## src/rtl/unified_mem_arbiter_pkg.sv

```systemverilog
// Shared constants and types for the unified instruction/data memory arbiter.
//  - ARB_ST_*  : 2-bit FSM state encodings
//  - ARB_OWN_* : 1-bit transaction owner encodings
package unified_mem_arbiter_pkg;

    localparam logic [1:0] ARB_ST_IDLE = 2'd0;
    localparam logic [1:0] ARB_ST_REQ  = 2'd1;
    localparam logic [1:0] ARB_ST_RESP = 2'd2;

    localparam logic ARB_OWN_IF = 1'b0;
    localparam logic ARB_OWN_D  = 1'b1;

    typedef enum logic [1:0] {
        StIdle = ARB_ST_IDLE,
        StReq  = ARB_ST_REQ,
        StResp = ARB_ST_RESP
    } arb_state_e;

endpackage

```

## src/rtl/mem_arb_prio.sv

```systemverilog
// Fetch/data priority selector with starvation guard.
// Data wins when both ports request, except that after STARVE_LIMIT consecutive
// data grants made while a fetch was waiting, the fetch wins once.
//  clk_i, rst_i   : clock, synchronous active-high reset
//  if_req_i       : fetch port request
//  d_req_i        : data port request
//  grant_stb_i    : arbitration is being committed this cycle
//  grant_d_o      : data port would win now
//  grant_if_o     : fetch port would win now
module mem_arb_prio
    import unified_mem_arbiter_pkg::*;
#(
    parameter int unsigned STARVE_LIMIT = 4
) (
    input  logic clk_i,
    input  logic rst_i,
    input  logic if_req_i,
    input  logic d_req_i,
    input  logic grant_stb_i,
    output logic grant_d_o,
    output logic grant_if_o
);

    localparam int unsigned CntW = $clog2(STARVE_LIMIT + 1);
    localparam logic [CntW-1:0] CntMax = CntW'(STARVE_LIMIT);
    localparam logic [CntW-1:0] CntOne = CntW'(1);

    logic [CntW-1:0] starve_cnt_q, starve_cnt_d;
    logic            starved;

    assign starved = (starve_cnt_q == CntMax);

    always_comb begin
        grant_d_o  = 1'b0;
        grant_if_o = 1'b0;
        if (d_req_i && !(if_req_i && starved)) begin
            grant_d_o = 1'b1;
        end else if (if_req_i) begin
            grant_if_o = 1'b1;
        end
    end

    // Count only data grants that actually made a fetch wait.
    always_comb begin
        starve_cnt_d = starve_cnt_q;
        if (grant_stb_i) begin
            if (grant_d_o && if_req_i) begin
                if (!starved) begin
                    starve_cnt_d = starve_cnt_q + CntOne;
                end
            end else begin
                starve_cnt_d = '0;
            end
        end
    end

    always_ff @(posedge clk_i) begin
        if (rst_i) begin
            starve_cnt_q <= '0;
        end else begin
            starve_cnt_q <= starve_cnt_d;
        end
    end

endmodule

```

## src/rtl/unified_mem_arbiter.sv

```systemverilog
// Shares one single-ported, variable-latency memory between the CPU fetch port
// and data port, one transaction at a time. Per-port ready pulses release core stalls.
//  clk_i, rst_i                     : clock, synchronous active-high reset
//  if_req_i/if_addr_i               : fetch request (level) and address
//  if_rdata_o/if_ready_o            : fetched word, valid with 1-cycle ready pulse
//  d_req_i/d_we_i/d_addr_i/d_wdata_i: data request, store flag, address, store data
//  d_rdata_o/d_ready_o              : load data (0 for stores), 1-cycle ready pulse
//  mem_req_o/mem_we_o/mem_addr_o/mem_wdata_o : memory request, held until mem_gnt_i
//  mem_gnt_i/mem_rvalid_i/mem_rdata_i        : memory accept, read-valid, read data
//  busy_o                           : a transaction is in flight
module unified_mem_arbiter
    import unified_mem_arbiter_pkg::*;
#(
    parameter int unsigned ADDR_W       = 32,
    parameter int unsigned DATA_W       = 32,
    parameter int unsigned STARVE_LIMIT = 4
) (
    input  logic              clk_i,
    input  logic              rst_i,
    input  logic              if_req_i,
    input  logic [ADDR_W-1:0] if_addr_i,
    output logic [DATA_W-1:0] if_rdata_o,
    output logic              if_ready_o,
    input  logic              d_req_i,
    input  logic              d_we_i,
    input  logic [ADDR_W-1:0] d_addr_i,
    input  logic [DATA_W-1:0] d_wdata_i,
    output logic [DATA_W-1:0] d_rdata_o,
    output logic              d_ready_o,
    output logic              mem_req_o,
    output logic              mem_we_o,
    output logic [ADDR_W-1:0] mem_addr_o,
    output logic [DATA_W-1:0] mem_wdata_o,
    input  logic              mem_gnt_i,
    input  logic              mem_rvalid_i,
    input  logic [DATA_W-1:0] mem_rdata_i,
    output logic              busy_o
);

    arb_state_e        state_q, state_d;
    logic              owner_q, owner_d;
    logic              we_q, we_d;
    logic [ADDR_W-1:0] addr_q, addr_d;
    logic [DATA_W-1:0] wdata_q, wdata_d;
    logic              grant_stb, grant_d, grant_if;

    mem_arb_prio #(
        .STARVE_LIMIT(STARVE_LIMIT)
    ) u_prio (
        .clk_i      (clk_i),
        .rst_i      (rst_i),
        .if_req_i   (if_req_i),
        .d_req_i    (d_req_i),
        .grant_stb_i(grant_stb),
        .grant_d_o  (grant_d),
        .grant_if_o (grant_if)
    );

    always_ff @(posedge clk_i) begin
        if (rst_i) begin
            state_q <= StIdle;
            owner_q <= ARB_OWN_IF;
            we_q    <= 1'b0;
            addr_q  <= '0;
            wdata_q <= '0;
        end else begin
            state_q <= state_d;
            owner_q <= owner_d;
            we_q    <= we_d;
            addr_q  <= addr_d;
            wdata_q <= wdata_d;
        end
    end

    always_comb begin
        state_d    = state_q;
        owner_d    = owner_q;
        we_d       = we_q;
        addr_d     = addr_q;
        wdata_d    = wdata_q;
        grant_stb  = 1'b0;
        if_ready_o = 1'b0;
        d_ready_o  = 1'b0;
        unique case (state_q)
            StIdle: begin
                if (if_req_i || d_req_i) begin
                    grant_stb = 1'b1;
                    owner_d   = grant_if ? ARB_OWN_IF : ARB_OWN_D;
                    we_d      = grant_d & d_we_i;
                    addr_d    = grant_if ? if_addr_i : d_addr_i;
                    wdata_d   = grant_d ? d_wdata_i : '0;
                    state_d   = StReq;
                end
            end
            StReq: begin
                if (mem_gnt_i) begin
                    // Stores complete on acceptance; a dropped request gets no pulse.
                    if (we_q) begin
                        d_ready_o = d_req_i;
                        state_d   = StIdle;
                    end else begin
                        state_d = StResp;
                    end
                end
            end
            StResp: begin
                if (mem_rvalid_i) begin
                    if (owner_q == ARB_OWN_IF) begin
                        if_ready_o = if_req_i;
                    end else begin
                        d_ready_o = d_req_i;
                    end
                    state_d = StIdle;
                end
            end
            default: state_d = StIdle;
        endcase
        if (rst_i) begin
            if_ready_o = 1'b0;
            d_ready_o  = 1'b0;
            grant_stb  = 1'b0;
        end
    end

    assign mem_req_o   = (state_q == StReq);
    assign mem_we_o    = mem_req_o & we_q;
    assign mem_addr_o  = addr_q;
    assign mem_wdata_o = wdata_q;
    assign busy_o      = (state_q != StIdle);

    // Read data is exposed only alongside its ready pulse; store acks carry zero.
    assign if_rdata_o = if_ready_o ? mem_rdata_i : '0;
    assign d_rdata_o  = (d_ready_o && state_q == StResp) ? mem_rdata_i : '0;

endmodule

```

## config.mk

```make
export PLATFORM = sky130hd
export DESIGN_NAME = unified_mem_arbiter
export DESIGN_NICKNAME = d
export VERILOG_FILES = /design/src/rtl/unified_mem_arbiter_pkg.sv /design/src/rtl/mem_arb_prio.sv /design/src/rtl/unified_mem_arbiter.sv
export SDC_FILE = /design/constraint.sdc
export NUM_CORES = 1
export LEC_CHECK = 0
export BUFFER_PORTS_ARGS = -buffer_cell sky130_fd_sc_hd__buf_2
export CAP_MARGIN = 15
export CORE_ASPECT_RATIO = 0.6
export CORE_UTILIZATION = 40
export CTS_CLUSTER_DIAMETER = 40
export CTS_CLUSTER_SIZE = 30
export DETAILED_ROUTE_END_ITERATION = 10
export GPL_ROUTABILITY_DRIVEN = 1
export PLACE_DENSITY = 0.83
export REMOVE_ABC_BUFFERS = 1
export SLEW_MARGIN = 20
export SYNTH_ARGS = -nofsm -noshare
export SYNTH_HDL_FRONTEND = slang
export SYNTH_SLANG_ARGS = --single-unit
```

## constraint.sdc

```tcl
create_clock -name clk_i -period 1.75 [get_ports clk_i]
set_input_delay 0 -clock clk_i [delete_from_list [all_inputs] [get_ports clk_i]]
set_output_delay 0 -clock clk_i [all_outputs]
set_load 0.02 [all_outputs]
```

Word-level counts from Yosys, hierarchy flattened
Index checks and enable logic that the tools add are counted.
Cells by class
  add/sub/neg operators: 1
  $mul: 0
  div/mod/pow operators: 0
  order comparisons: 0
  eq/ne operators: 7
  shift-type cells: 0
  mux-type cells: 28
  bitwise logic cells: 2
  reductions and logical operators: 11
Operators with widths (number)
  $mux W32: 4
  $mux W1: 16
  $mux W2: 4
  $mux W3: 2
  $ne A2 B2 Y1 const B: 3
  $pmux W2 S3: 1
  $logic_and A1 B1 Y1: 4
  $reduce_and A2 Y1: 2
  $add A3 B1 Y3 const B: 1
  $eq A3 B3 Y1 const B: 1
  $reduce_and A3 Y1: 1
  $and A1 B1 Y1: 2
  $eq A2 B1 Y1 const B: 1
  $eq A2 B2 Y1 const B: 1
  $logic_not A2 Y1: 1
  $ne A2 B1 Y1 const B: 1
  $pmux W1 S2: 1
  $reduce_bool A2 Y1: 1
  $logic_not A1 Y1: 1
  $logic_or A1 B1 Y1: 1
Word-level totals
  register bits after elaboration: 71
  bits in latches: 0
  memory bits (writable): 0
  ROM bits: 0
  logic and storage cells: 55
  memories: 0

Logic depth before layout (Yosys ltp)
Gate-level depths: netlist (run 1).
  depth after elaboration: 8
  mapped depth: 8

Cells and area by module
Synthesis (run 1) repeated with hierarchy kept, for this count alone.
Second synthesis, totals
  cell total of the unflattened synthesis: 342
  area, all modules: 3342.0 µm²
Modules (own cells, without submodules)
  unified_mem_arbiter: times used 1, cells each 322, area an instance 3153.0 µm²
  mem_arb_prio: times used 1, cells each 20, area an instance 188.9 µm²

Least setup slack after synthesis (run 1)
OpenSTA, ideal clock, no wires.
  kind: register to output
  start: reg state_q[1]
  end: out d_rdata_o[10]
  arrival time: 1605 ps
  data required time: 1750 ps
  slack: 145 ps
  stages on the path, launching flop included: 7
  buffers on the path: 1
  cells stage by stage: dfxtp_1 > inv_1 > ha_1 > nand3_1 > a211oi_2 > clkbuf_2 > and2_1
On the way
  word-level cells in the longest chain between the ends: 5
  elaborated cells on any way between the ends: 6
  classes of those cells: 2 x eq/ne; 3 x mux; 1 x reduce/logical
RTL lines
  start, declared: RTL line unified_mem_arbiter.sv:40  | arb_state_e state_q, state_d;
  start signal, assigned: RTL line unified_mem_arbiter.sv:61  | state_q <= StIdle;
  start signal, assigned: RTL line unified_mem_arbiter.sv:67  | state_q <= state_d;
  $eq A2 B1 Y1
  net mem_req_o: RTL line unified_mem_arbiter.sv:30  | output logic mem_req_o,
  $pmux W1 S2: RTL line unified_mem_arbiter.sv:84  | unique case (state_q)
  $mux W1: RTL line unified_mem_arbiter.sv:118  | if (rst_i) begin
  $logic_and A1 B1 Y1: RTL line unified_mem_arbiter.sv:133  | assign d_rdata_o = (d_ready_o && state_q == StResp) ? mem_rdata_i : '0;
  $mux W32: RTL line unified_mem_arbiter.sv:133
  end, declared: RTL line unified_mem_arbiter.sv:28  | output logic [DATA_W-1:0] d_rdata_o,
The timed path passes the listed nets, and every way through them passes these cells.

Final worst setup path (run 1)
  start: reg state_q[0]
  end: out d_rdata_o[5]
On the way
  word-level cells in the longest chain between the ends: 5
  elaborated cells on any way between the ends: 6
  classes of those cells: 2 x eq/ne; 3 x mux; 1 x reduce/logical
RTL lines (RTL line)
  $eq A2 B2 Y1 or $eq A2 B1 Y1 (tied branches): unified_mem_arbiter.sv:84, unified_mem_arbiter.sv:133
  $pmux W1 S2: unified_mem_arbiter.sv:84
  $mux W1: unified_mem_arbiter.sv:118
  $logic_and A1 B1 Y1 (*): unified_mem_arbiter.sv:133
  $mux W32 (*): unified_mem_arbiter.sv:133
Mark *: on every way between the ends. The rest lies on a longest branch, timed or not.

==> results of run 1 <==
==> power groups by stage <==
| stage | sequential [µW] | combinational, µW | clock (µW) |
|---|---|---|---|
| floorplan | 2410 | 825 | 0 |
| global placement | 2080 | 1880 | 0 |
| detailed placement | 2100 | 1940 | 0 |
| CTS | 2080 | 2180 | 1920 |
| global route | 2130 | 2450 | 1980 |
| finish | 2100 | 2310 | 1880 |
==> critical path: stages, from the launching register on <==
cell,delay [ns]
sky130_fd_sc_hd__dfxtp_4,0.39
sky130_fd_sc_hd__inv_6,0.05
sky130_fd_sc_hd__ha_4,0.27
sky130_fd_sc_hd__nand3b_4,0.09
sky130_fd_sc_hd__a211oi_4,0.21
sky130_fd_sc_hd__buf_6,0.16
sky130_fd_sc_hd__clkbuf_16,0.14
sky130_fd_sc_hd__and2_4,0.14
sky130_fd_sc_hd__buf_6,0.11
==> cell type report <==
| cell class | count | area share [%] |
|---|---|---|
| Timing Repair Buffer | 383 | 41.53 |
| Antenna cell | 2 | 0.07361 |
| Multi-Input combinational cell | 306 | 30.27 |
| Inverter | 7 | 0.4601 |
| Clock buffer | 10 | 3.515 |
| Tap cell | 112 | 2.061 |
| Clock inverter | 6 | 1.104 |
| Sequential cell | 71 | 20.98 |
==> synth_stat cells, drive strengths merged <==
cell type	count
a21bo	1
and2	67
o21ai	34
o21a	1
nand3b	1
buf	22
a211oi	1
nor3b	2
a311oi	33
o31ai	2
nand3	35
a21oi	6
nand2	5
or3b	1
clkbuf	25
a32oi	33
dfxtp	71
a21boi	1
ha	6
and3b	1
nor4	1
nor2b	3
nand2b	2
nor2	66
nand4	4
inv	7
==> registers in the layout, indices dropped and copies added (netlist names) <==
| name | flops |
|---|---|
| mem_addr_o | 32 |
| owner_q | 1 |
| u_prio.starve_cnt_q | 3 |
| state_q | 2 |
| mem_wdata_o | 32 |
| we_q | 1 |
==> per-stage QoR <==
| stage | setup WS, ns | instances | area [µm²] | total power [µW] | hold WS (ns) |
|---|---|---|---|---|---|
| after floorplan | -0.4995 | 384 | 3359 | 3238 | 0.06907 |
| after global placement | 0.1651 | 774 | 4982 | 3960 | 0.2512 |
| after CTS | -0.1136 | 893 | 6631 | 6192 | 0.03386 |
| after global routing | -0.1935 | 896 | 6797 | 6558 | 0.05559 |
| final | -0.1407 | 897 | 6799 | 6294 | 0.04118 |
| after detailed placement | -0.01122 | 774 | 4982 | 4032 | 0.2616 |
==> metal layers <==
layer	GRT usage (%)	routed length, µm	up-vias
met5	0	0	-
met4	21.02	726	0
met3	6.671	1195	72
met2	57.83	8436	332
met1	34.68	6194	2333
li1	-	-	2249
==> path summary, 6_finish.rpt <==
check / start / endpoint / slack, ns / depth (start not counted)
max: state_q[0] / d_rdata_o[5] / -0.14 / 8
min: if_req_i / owner_q / 0.04 / 2
max reg2reg: u_prio.starve_cnt_q[0] / mem_addr_o[26] / 0.11 / 6
min reg2reg: u_prio.starve_cnt_q[1] / u_prio.starve_cnt_q[1] / 0.48 / 2
==> layout by cell type, fill, tap and decap left out, types with 28 or more instances in the layout <==
cell | Yosys | layout
sky130_fd_sc_hd__a311oi_1 | 33 | 33
sky130_fd_sc_hd__dlygate4sd3_1 | 0 | 98
sky130_fd_sc_hd__and2_4 | 0 | 32
sky130_fd_sc_hd__dfxtp_1 | 71 | 69
sky130_fd_sc_hd__and2_1 | 67 | 35
sky130_fd_sc_hd__buf_2 | 14 | 203
sky130_fd_sc_hd__nor2_1 | 66 | 66
sky130_fd_sc_hd__o21ai_0 | 28 | 28
sky130_fd_sc_hd__a32oi_1 | 33 | 33
sky130_fd_sc_hd__buf_6 | 5 | 35
sky130_fd_sc_hd__buf_4 | 3 | 41
sky130_fd_sc_hd__nand3_1 | 35 | 33
==> repair_timing <==
item / CTS / global route
endpoints found under the hold margin: 67 / 0
hold buffers: 98 / 0
pin swaps: 1 / 19
endpoints found under the setup margin: 69 / 69
gates resized for setup: 93 / 57
buffers inserted: 4 / 2
gates cloned: 1 / 1
==> cell families (layout without fill, tap and decap cells) <==
family / count (synthesis) / after routing
compound gates: 112 / 112
fa+ha+maj: 6 / 6
buf+inv: 54 / 406
flops: 71 / 71
other cells: 0 / 2
simple gates: 188 / 188
==> results by stage, run 1 <==
Clocking:
- For this design, the sink count on the clock tree is 71.
- Clock latency on the worst-skew pair, taken at its later pin, is 0.33 ns.
- The number of clock buffers added by TritonCTS is 9.
- The number of buffers on the longest clock path is 2.
- TritonCTS built the clock tree.
- The tree is rooted in a sky130_fd_sc_hd__clkbuf_16.
- The clock slew seen by the registers of the worst setup and hold paths is 0.06 ns.
- The maximum level of the CTS H-tree is 3.

Timing:
- The post-route clock period utilization is 108.0%.
- Setup repair after global routing could not meet its margin everywhere.
- After layout, the worst setup slack is -0.1407 ns.
- The minimum period implied by the final worst setup slack is 1.891 ns.
- The count of pins over their slew limit is 0.
- Clock skew on the completed layout was measured at 0.01002 ns.
- Headroom to the max-slew limit came out at 51.75%.
- The final-report hold violation count came to 0.
- Setup total negative slack on the finished layout was measured at -3.157 ns.
- Derived from the worst setup path, the maximum achievable clock frequency is 528.9 MHz.
- For the pin with the worst max-slew slack, the measured transition is 0.7237 ns.
- The final count of negative-setup-slack endpoints is 36.

Die:
- The total area inside the core boundary comes to 0.008621 mm².
- The floorplan step set the die height to 75.59 µm.
- After floorplanning, the core was divided into 26 placement rows.
- 268 I/O pins were placed.
- The starting density of the core is 41.87%.
- The die is 124.6 µm wide.
- The die area is 0.009421 mm².

Worst setup path:
- The endpoint kind of the worst setup timing path is an output port.
- STA classifies the critical path startpoint as a flip-flop.
- In this run the worst path has a maximum fanout of 8.
- The critical path start-end classification is flip-flop to output port.
- Data on the critical path is required at its endpoint by 1.75 ns.
- The arrival time reported for the critical path endpoint is 1.89 ns.

Drt:
- Once detail routing completed, the nets flagged for antenna violations numbered 0.
- In the final routed layout, each cell accounts on average for 18.45 µm.
- Summing over every cut layer, the via total after detailed routing is 4986.
- The first routing iteration left 318 violations.
- Wires add up to 16550 µm.
- After detailed routing, the number of vias per cell comes to 5.559.
- Before antenna repair, the detailed router went through 5 iterations.
- In the routed design, unresolved DRC markers number 0.

Finish:
- The number of nets in the layout is 919.
- The post-route netlist has 44.70% of its cells at a drive strength greater than 1.
- The area growth from synthesis to layout is 88.35%.
- The register cell area after layout is 0.001426 mm².
- Cells fill 78.87% of the core in the end.
- The multi-input combinational cells in the finished layout cover a total of 0.002058 mm².
- Fill cells in the final layout number 569.

Logic synthesis:
- After Yosys synthesis, and, or, nand and nor cells account for 27.45% of the synthesized area.
- A synthesized cell averages 8.375 µm².
- In the post-synthesis netlist, the biggest area contributors are sky130_fd_sc_hd__dfxtp_1 39%, sky130_fd_sc_hd__and2_1 12%, sky130_fd_sc_hd__a311oi_1 8.0%.
- The synthesized-area fraction occupied by adder cells is 2.080%.
- After synthesis, the netlist uses 31 different library cells.
- After technology mapping, the gate count stands at 431.
- The portion of synthesized area spent on multiplexers is 0%.
- The share of synthesized area in the top cell type comes to 39.38%.
- The xor and xnor fraction of the mapped netlist area is 0%.
- The area of the mapped netlist is 0.003610 mm².
- The Yosys step of the flow raised 0 warnings.
- The synthesized-area fraction occupied by ao, oa, aoi and oai cells is 23.43%.
- The post-synthesis sequential area ratio is 39.38%.
- The biggest area contributor in the post-synthesis netlist is sky130_fd_sc_hd__dfxtp_1.
- Counting flops and latches in the post-synthesis netlist gives 71.
- By area, the combinational part of the netlist is dominated by simple AND/OR/NAND/NOR gates.

Global routing:
- The first global-routing pass estimated 23520 µm of wire.
- The number of antenna violations at the first check in global routing is 1.
- The global route total overflow is 0.
- The number of global-route vias before repair is 4672.
- In the global route stage, overall resource usage came out at 31.60%.
- Entering global routing, the biggest net connects 69 pins.

Outcome:
- The run finished, with violations left.
- The checks that failed: negative setup slack.

Power and ir drop:
- Sequential cells burn 33.4% of the power.
- In this run the power density over the cells is 925.7 mW/mm².
- The proportion of total power due to net switching is 36.13%.
- The analysis attributes to cell leakage a power of 0.003189 µW.
- The internal power of the cells totals 4020 µW.
- Summed over all nets, the switching power comes to 2274 µW.
- The combinational power share is 36.7%.
- The portion of total power attributed to the clock network is 29.9%.
- The worst vdd rail ir drop is 555.7 µV.

Run:
- Across the run, the number of max-cap violations was 0.

Placement:
- The congestion estimate from routability-driven global placement came to 0.8901.
- After legalization and detailed placement, the total HPWL measured 9170 µm.
- The number of port buffers is 267.

Min path:
- The path class of the lowest-slack min-delay path is primary input to flip-flop.
No activity file was read; power rests on OpenSTA's default activity.
==> inputs of run 2 (changes only) <==
--- a/config.mk
+++ b/config.mk
@@ -7,8 +7,10 @@
 export LEC_CHECK = 0
 export BUFFER_PORTS_ARGS = -buffer_cell sky130_fd_sc_hd__buf_2
 export CAP_MARGIN = 15
+export CELL_PAD_IN_SITES_DETAIL_PLACEMENT = 1
+export CELL_PAD_IN_SITES_GLOBAL_PLACEMENT = 1
 export CORE_ASPECT_RATIO = 0.6
-export CORE_UTILIZATION = 40
+export CORE_UTILIZATION = 27
 export CTS_CLUSTER_DIAMETER = 40
 export CTS_CLUSTER_SIZE = 30
 export DETAILED_ROUTE_END_ITERATION = 10
==> constraint.sdc (replaced) <==
create_clock -name clk_i -period 1.95 [get_ports clk_i]
set_input_delay 0 -clock clk_i [delete_from_list [all_inputs] [get_ports clk_i]]
set_output_delay 0 -clock clk_i [all_outputs]
set_load 0.02 [all_outputs]
==> results by stage, run 2 (same netlist as run 1, synthesis figures left out) <==
Run:
- The max-capacitance violation count is 0 (unchanged).

Finish:
- The number of non-filler instances in the completed layout is 957 (+6.7%).
- The final standard cell area without fillers is 0.006608 mm² (-2.8%).
- The ratio of cells with drive above 1 in the final layout came to 41.49% (-3.2 points).
- The fraction of the core area covered by cells at the end of the flow is 51.09% (-28 points).
- The library cell used most frequently in the layout, excluding fill and tap cells, is sky130_fd_sc_hd__buf_2.
- Relative to the synthesized area, the layout overhead comes to 83.05%.
- The number of nets in the layout was 917 (-0.22%).
- Leaving out fill and tap cells, the most frequent cells in the layout are 241 x sky130_fd_sc_hd__buf_2, 97 x sky130_fd_sc_hd__dlygate4sd3_1, 69 x sky130_fd_sc_hd__dfxtp_1, 66 x sky130_fd_sc_hd__nor2_1, 59 x sky130_fd_sc_hd__and2_1.

Timing:
- The max-slew headroom at the worst pin is 48.45% (-3.3 points).
- The final-report hold violation count came to 0 (unchanged).
- The final worst clock skew was 0.01235 ns (+0.002324 ns).
- The minimum period implied by the final worst setup slack is 1.925 ns.
- Setup repair after global routing could not meet its margin everywhere.
- The count of pins over their slew limit is 0 (unchanged).
- The final hold slack is 0.01777 ns (-0.02341 ns).
- The highest clock rate is 519.6 MHz.
- The final count of negative-setup-slack endpoints is 0 (-100%).
- The sum of negative setup slack is 0 ns (+3.157 ns).
- The post-route clock period utilization is 98.70%.
- The pin slew with the least headroom to its limit was 0.7733 ns (+0.04958 ns).

Worst setup path:
- The top fanout value on the critical path is 8 (unchanged).
- The critical path start-end classification is flip-flop to output port.
- The largest individual stage delay along the critical path comes from the cell sky130_fd_sc_hd__dfxtp_4.
- The required time reported for the critical path endpoint came to 1.95 ns (+0.20 ns).
- The worst register-to-register path ends at mem_addr_o[25].
- The worst setup path is captured at an output port.
- The depth of the worst register-to-register path is 6 (unchanged).
- Walking the worst path, the cells encountered are inv_2, ha_4, nand3b_4, a211oi_4, buf_6, buf_6, and2_1, buf_6.
- The start of the worst register-to-register path is u_prio.starve_cnt_q[0].
- The arrival time reported for the critical path endpoint is 1.92 ns (+0.03 ns).
- The most numerous cell type found on the critical path is sky130_fd_sc_hd__buf_6.
- The minimum setup slack among reg-to-reg paths came to 0.29 ns (+0.18 ns).
- The sort of element at the start of the critical path is a flip-flop.
- The maximum cell stage delay along the critical path is 0.37 ns (-0.02 ns).

Clocking:
- The CTS buffer count is 9 (unchanged).
- The TritonCTS clock tree is yes.
- The clock slew seen by the registers of the worst setup and hold paths is 0.06 ns (about the same).
- The maximum level of the CTS H-tree came to 3 (unchanged).
- The clock sink count is 71 (unchanged).
- The clock latency of the later-clocked register in the worst-skew pair is 0.34 ns (about the same).
- The number of buffers on the longest clock path is 2 (unchanged).
- The clock root buffer master is sky130_fd_sc_hd__clkbuf_16.

Die:
- The starting density of the core is 27.91% (-14 points).
- The floorplan core area was 0.01293 mm² (+50%).
- The die area is 0.01385 mm² (+47%).
- The die outline height is 91.57 µm (+21%).
- The row count is 32 (+23%).
- The die extent in x is 151.3 µm (+21%).
- The I/O pin count came to 268 (unchanged).

Global routing:
- The pin count of the biggest net entering global routing is 71 (+2.9%).
- The wire length of the first global-routing pass is 27200 µm (+16%).
- The number of global-route vias before repair is 5048 (+8.0%).
- The combined global-route utilization of all metal layers is 25.40% (-6.2 points).
- The global route total overflow was 0 (unchanged).
- The number of antenna violations at the first check in global routing is 6 (+5).

Placement:
- The cell count after placement was 832 (+7.5%).
- The number of port buffers came to 267 (unchanged).
- The HPWL reported at the end of detailed placement is 10690 µm (+17%).
- The final RePlAce weighted congestion was 0.8418 (-5.4%).
- The cell area reported after detailed placement came to 0.005030 mm² (+0.95%).

Power and ir drop:
- The total leakage power is 0.003133 µW (-1.8%).
- The worst vdd rail ir drop is 432.2 µV (-22%).
- The power per cell area is 849.5 mW/mm² (-8.2%).

Min path:
- The worst hold path begins at d_addr_i[11].
- The hold path depth is 3 (+1).
- In this run the worst hold path is classified as primary input to flip-flop.
- The worst-case hold path end point is mem_addr_o[11].

Drt:
- The number of antenna-violating nets in the routed design was 0 (unchanged).
- The routed wire length per instance is 18.97 µm (+2.8%).
- The detailed-routing iteration count for the pre-antenna-repair pass is 4 (-1).
- The via count is 4818 (-3.4%).
- The per-cell via count in the routed design is 5.034 (-9.4%).
- The residual DRC count is 0 (unchanged).
- The wire length after detailed routing is 18160 µm (+9.7%).
- The violation count after the first detailed-route iteration is 192 (-40%).

Outcome:
- The flow ran to the end, and the final reports show no timing, DRC or antenna violations.
-- run 2: report_power, final --
part	internal (µW)	total [µW]	switching, µW
logic	810	2040	1230
clock network	1010	1680	672
registers	1720	1890	170
-- run 2: through the flow --
| stage | setup slack (ns) | power [µW] |
|---|---|---|
| after floorplan | -0.2995 | 2906 |
| after global placement | 0.3210 | 3557 |
| after detailed placement | 0.1540 | 3635 |
| after CTS | 0.01101 | 5565 |
| after global routing | -0.1109 | 5901 |
| final | 0.02535 | 5613 |
-- run 2: what timing repair did --
item / 4_1_cts / 5_1_grt
buffers inserted: 1 / 2
resized for setup: 21 / 53
endpoints found under the hold margin: 66 / 0
hold buffers: 97 / 0
setup endpoints to repair: 32 / 33
gates cloned: 3 / 0
pin swaps: 1 / 3
-- run 2: critical path, delay by kind of cell, from the launching register on --
family                   cells  cell delay, ns
adder cells (fa/ha/maj)      1            0.28
AND/OR/NAND/NOR              2            0.27
flip-flops                   1            0.37
buffers and inverters        4            0.48
AO/OA/AOI/OAI                1            0.19
-- run 2: area by class of cell --
type / count / area (µm²)
sequential: 71 / 1429
multi-input combinational: 306 / 2003
fill: 1553 / 6325
tap: 170 / 212.7
antenna: 6 / 15.01
clock inverter: 7 / 81.33
timing repair buffer: 381 / 2613
inverter: 7 / 28.78
clock buffer: 9 / 225.2
-- run 2: how the worst max path moves through the flow --
| stage | start | to | slack, ns | cells after the start |
|---|---|---|---|---|
| after floorplan | state_q[0] | owner_q | -0.30 | 5 |
| after global placement | state_q[0] | mem_addr_o[2] | 0.32 | 6 |
| after detailed placement | state_q[0] | mem_addr_o[25] | 0.15 | 6 |
| after CTS | state_q[1] | d_rdata_o[8] | 0.01 | 8 |
| after global routing | state_q[1] | d_rdata_o[26] | -0.11 | 8 |
| final | state_q[1] | d_rdata_o[26] | 0.03 | 8 |
-- run 2: metal layers --
metal / vias to the layer above / track usage [%] / wire, µm
met5: - / 0 / 0
li1: 2249 / - / -
met2: 229 / 45.05 / 9013
met3: 57 / 6.884 / 1254
met4: 0 / 12.08 / 852
met1: 2283 / 27.77 / 7035
==> inputs of run 3 (changes only) <==
==> constraint.sdc (replaced) <==
create_clock -name clk_i -period 1.95 [get_ports clk_i]
set_input_delay 0.585 -clock clk_i [delete_from_list [all_inputs] [get_ports clk_i]]
set_output_delay 0.585 -clock clk_i [all_outputs]
set_load 0.02 [all_outputs]
==> results by stage, run 3 (same netlist as run 1, synthesis figures left out) <==
Clocking:
- The number of buffers on the longest clock path is 2 (unchanged).
- The clock latency of the later-clocked register in the worst-skew pair is 0.33 ns (about the same).
- The TritonCTS clock tree is yes.
- The clock slew seen by the registers of the worst setup and hold paths came to 0.06 ns (about the same).
- The clock sink count is 71 (unchanged).
- CTS placed an instance of sky130_fd_sc_hd__clkbuf_16 at the clock tree root.
- The maximum level of the CTS H-tree was 3 (unchanged).
- The CTS buffer count is 9 (unchanged).
- The count of hold-fix buffers inserted at cts is 0 (-100%).

Drt:
- The via count is 4472 (-7.2%).
- The residual DRC count is 0 (unchanged).
- The number of antenna-violating nets in the routed design is 0 (unchanged).
- The violation count after the first detailed-route iteration is 178 (-7.3%).
- The per-cell via count in the routed design is 5.082 (+0.94%).
- The detailed-routing iteration count for the pre-antenna-repair pass is 4 (unchanged).
- The routed wire length per instance is 18.96 µm (about the same).
- The wire length after detailed routing is 16690 µm (-8.1%).

Die:
- The starting density of the core is 27.91% (unchanged).
- The die outline height is 91.57 µm (unchanged).
- The I/O pin count came to 268 (unchanged).
- The floorplan core area is 0.01293 mm² (unchanged).
- The die extent in x came to 151.3 µm (unchanged).
- The row count is 32 (unchanged).
- The die area is 0.01385 mm² (unchanged).

Power and ir drop:
- The total leakage power is 0.002965 µW (-5.4%).
- The worst vdd rail ir drop is 466.0 µV (+7.8%).
- The power per cell area came to 856.2 mW/mm² (+0.79%).

Finish:
- The area used by multi-input combinational logic is 0.002126 mm² (+6.1%).
- The ratio of cells with drive above 1 in the final layout is 56.41% (+15 points).
- The register cell area after layout is 0.001426 mm² (-0.17%).
- The final-layout fill cell count is 1535 (-1.2%).
- The leading cell type in the layout, fill and taps excluded is sky130_fd_sc_hd__buf_2.
- Compared with the post-synthesis result, the final layout area differs by 75.11%.
- In the layout the commonest cells are 201 x sky130_fd_sc_hd__buf_2, 69 x sky130_fd_sc_hd__dfxtp_1, 66 x sky130_fd_sc_hd__nor2_1, 66 x sky130_fd_sc_hd__buf_6, 61 x sky130_fd_sc_hd__and2_4.
- The number of nets in the layout is 838 (-8.6%).
- The fraction of the core area covered by cells at the end of the flow is 48.88% (-2.2 points).
- The final standard cell area without fillers is 0.006321 mm² (-4.3%).

Timing:
- The final worst-path setup slack came to -0.5569 ns (-0.5823 ns).
- Setup repair after global routing could not meet its margin everywhere.
- The highest clock rate is 398.9 MHz (-23%).
- The final worst clock skew is 0.01515 ns (+0.002800 ns).
- The max-slew headroom at the worst pin is 64.72% (+16 points).
- The minimum period implied by the final worst setup slack is 2.507 ns (+0.5823 ns).
- The final-report hold violation count is 0 (unchanged).
- The final count of negative-setup-slack endpoints came to 67 (+67).
- The count of pins over their slew limit is 0 (unchanged).
- The pin slew with the least headroom to its limit was 0.5291 ns (-0.2442 ns).
- The post-route clock period utilization is 128.6% (+30 points).
- The sum of negative setup slack was -30.93 ns (-30.93 ns).
- The final hold slack is 0.4846 ns (+0.4668 ns).

Global routing:
- The number of antenna violations at the first check in global routing is 8 (+2).
- The global route total overflow is 0 (unchanged).
- The wire length of the first global-routing pass is 25340 µm (-6.8%).
- The pin count of the biggest net entering global routing is 66 (-7.0%).
- The number of global-route vias before repair is 4688 (-7.1%).
- The combined global-route utilization of all metal layers is 23.69% (-1.7 points).

Placement:
- The final RePlAce weighted congestion is 0.8162 (-3.0%).
- The number of port buffers was 267 (unchanged).
- The cell area reported after detailed placement is 0.005187 mm² (+3.1%).
- The HPWL reported at the end of detailed placement is 11060 µm (+3.4%).
- The worst-case setup slack after placement was -0.3336 ns (-0.4876 ns).

Worst setup path:
- STA classifies the critical path startpoint as a flip-flop.
- The launch point of the critical path is state_q[0].
- STA classifies the critical path endpoint as an output port.
- The end point of the critical path is d_rdata_o[23].
- The worst setup path is of the flip-flop to output port kind.
- The depth of the worst register-to-register path was 6 (unchanged).
- The required time reported for the critical path endpoint came to 1.36 ns (-0.59 ns).
- In this run the critical register-to-register path is captured at mem_addr_o[30].
- In this run the critical register-to-register path is launched from u_prio.starve_cnt_q[0].
- The top fanout value on the critical path is 16 (+8).
- The arrival time reported for the critical path endpoint was 1.92 ns (about the same).
- The minimum setup slack among reg-to-reg paths is 0.31 ns (+0.02 ns).

Outcome:
- The final reports fail on negative setup slack.
- The run finished, with violations left.

Run:
- The max-capacitance violation count came to 0 (unchanged).

Min path:
- The beginning of the worst hold path is u_prio.starve_cnt_q[0].
- The path class of the lowest-slack min-delay path is flip-flop to flip-flop.
[run 3: cell count changes in the layout (fill, tap and decap cells not counted), moves of 3 or more]
cell	previous run	this run
sky130_fd_sc_hd__and2_1	59	6
sky130_fd_sc_hd__and2_4	8	61
sky130_fd_sc_hd__buf_12	3	11
sky130_fd_sc_hd__buf_16	0	3
sky130_fd_sc_hd__buf_2	241	201
sky130_fd_sc_hd__buf_6	20	66
sky130_fd_sc_hd__dlygate4sd3_1	97	0
[run 3: worst min path at each step]
stage,cells after the start,slack [ns],to
final,2,0.48,u_prio.starve_cnt_q[0]
after global routing,3,0.50,mem_wdata_o[5]
after CTS,2,0.49,u_prio.starve_cnt_q[0]
after global placement,2,0.46,u_prio.starve_cnt_q[1]
after detailed placement,2,0.48,mem_wdata_o[20]
after floorplan,2,0.44,u_prio.starve_cnt_q[1]
[run 3: stage by stage]
stage	cells	power, µW
after CTS	873	5455
after global routing	880	5735
final	880	5412
after floorplan	384	2906
after global placement	843	3631
after detailed placement	843	3728
[run 3: what timing repair did]
action	in CTS	in global routing
hold endpoints to repair	0	0
pin swaps	1	2
setup endpoints to repair	68	67
gates resized for setup	202	13
cloned	4	0
buffers inserted	10	1
[run 3: final cells by class]
cell class / count / area share, %
clock buffers: 10 / 3.781
repair buffers: 302 / 35.08
well taps: 170 / 3.365
clock inverters: 6 / 0.8116
flip-flops and latches: 71 / 22.57
multi-input cells: 306 / 33.63
inverters: 7 / 0.4553
diodes: 8 / 0.3167
[run 3: worst max-delay path, cell delays in order, from the launching register on]
cell	delay [ns]
sky130_fd_sc_hd__dfxtp_4	0.36
sky130_fd_sc_hd__buf_4	0.11
sky130_fd_sc_hd__ha_2	0.20
sky130_fd_sc_hd__nand3_4	0.10
sky130_fd_sc_hd__a211oi_4	0.30
sky130_fd_sc_hd__buf_6	0.22
sky130_fd_sc_hd__and2_1	0.18
sky130_fd_sc_hd__buf_6	0.13
[run 3: report_power, final]
part / leakage [µW] / switching, µW / internal [µW] / total (µW)
sequential: 0.000587 / 152 / 1720 / 1870
combinational: 0.00224 / 1190 / 773 / 1960
clock: 0.000140 / 665 / 914 / 1580
[run 3: metal layers]
metal | vias to the layer above | part of all wire [%] | routed length [µm] | GRT usage (%)
met5 | - | 0 | 0 | 0
met4 | 0 | 4.6 | 771 | 13.42
met3 | 41 | 7.8 | 1299 | 7.889
met2 | 210 | 50 | 8348 | 41.55
met1 | 2128 | 38 | 6267 | 24.62
li1 | 2093 | - | - | -
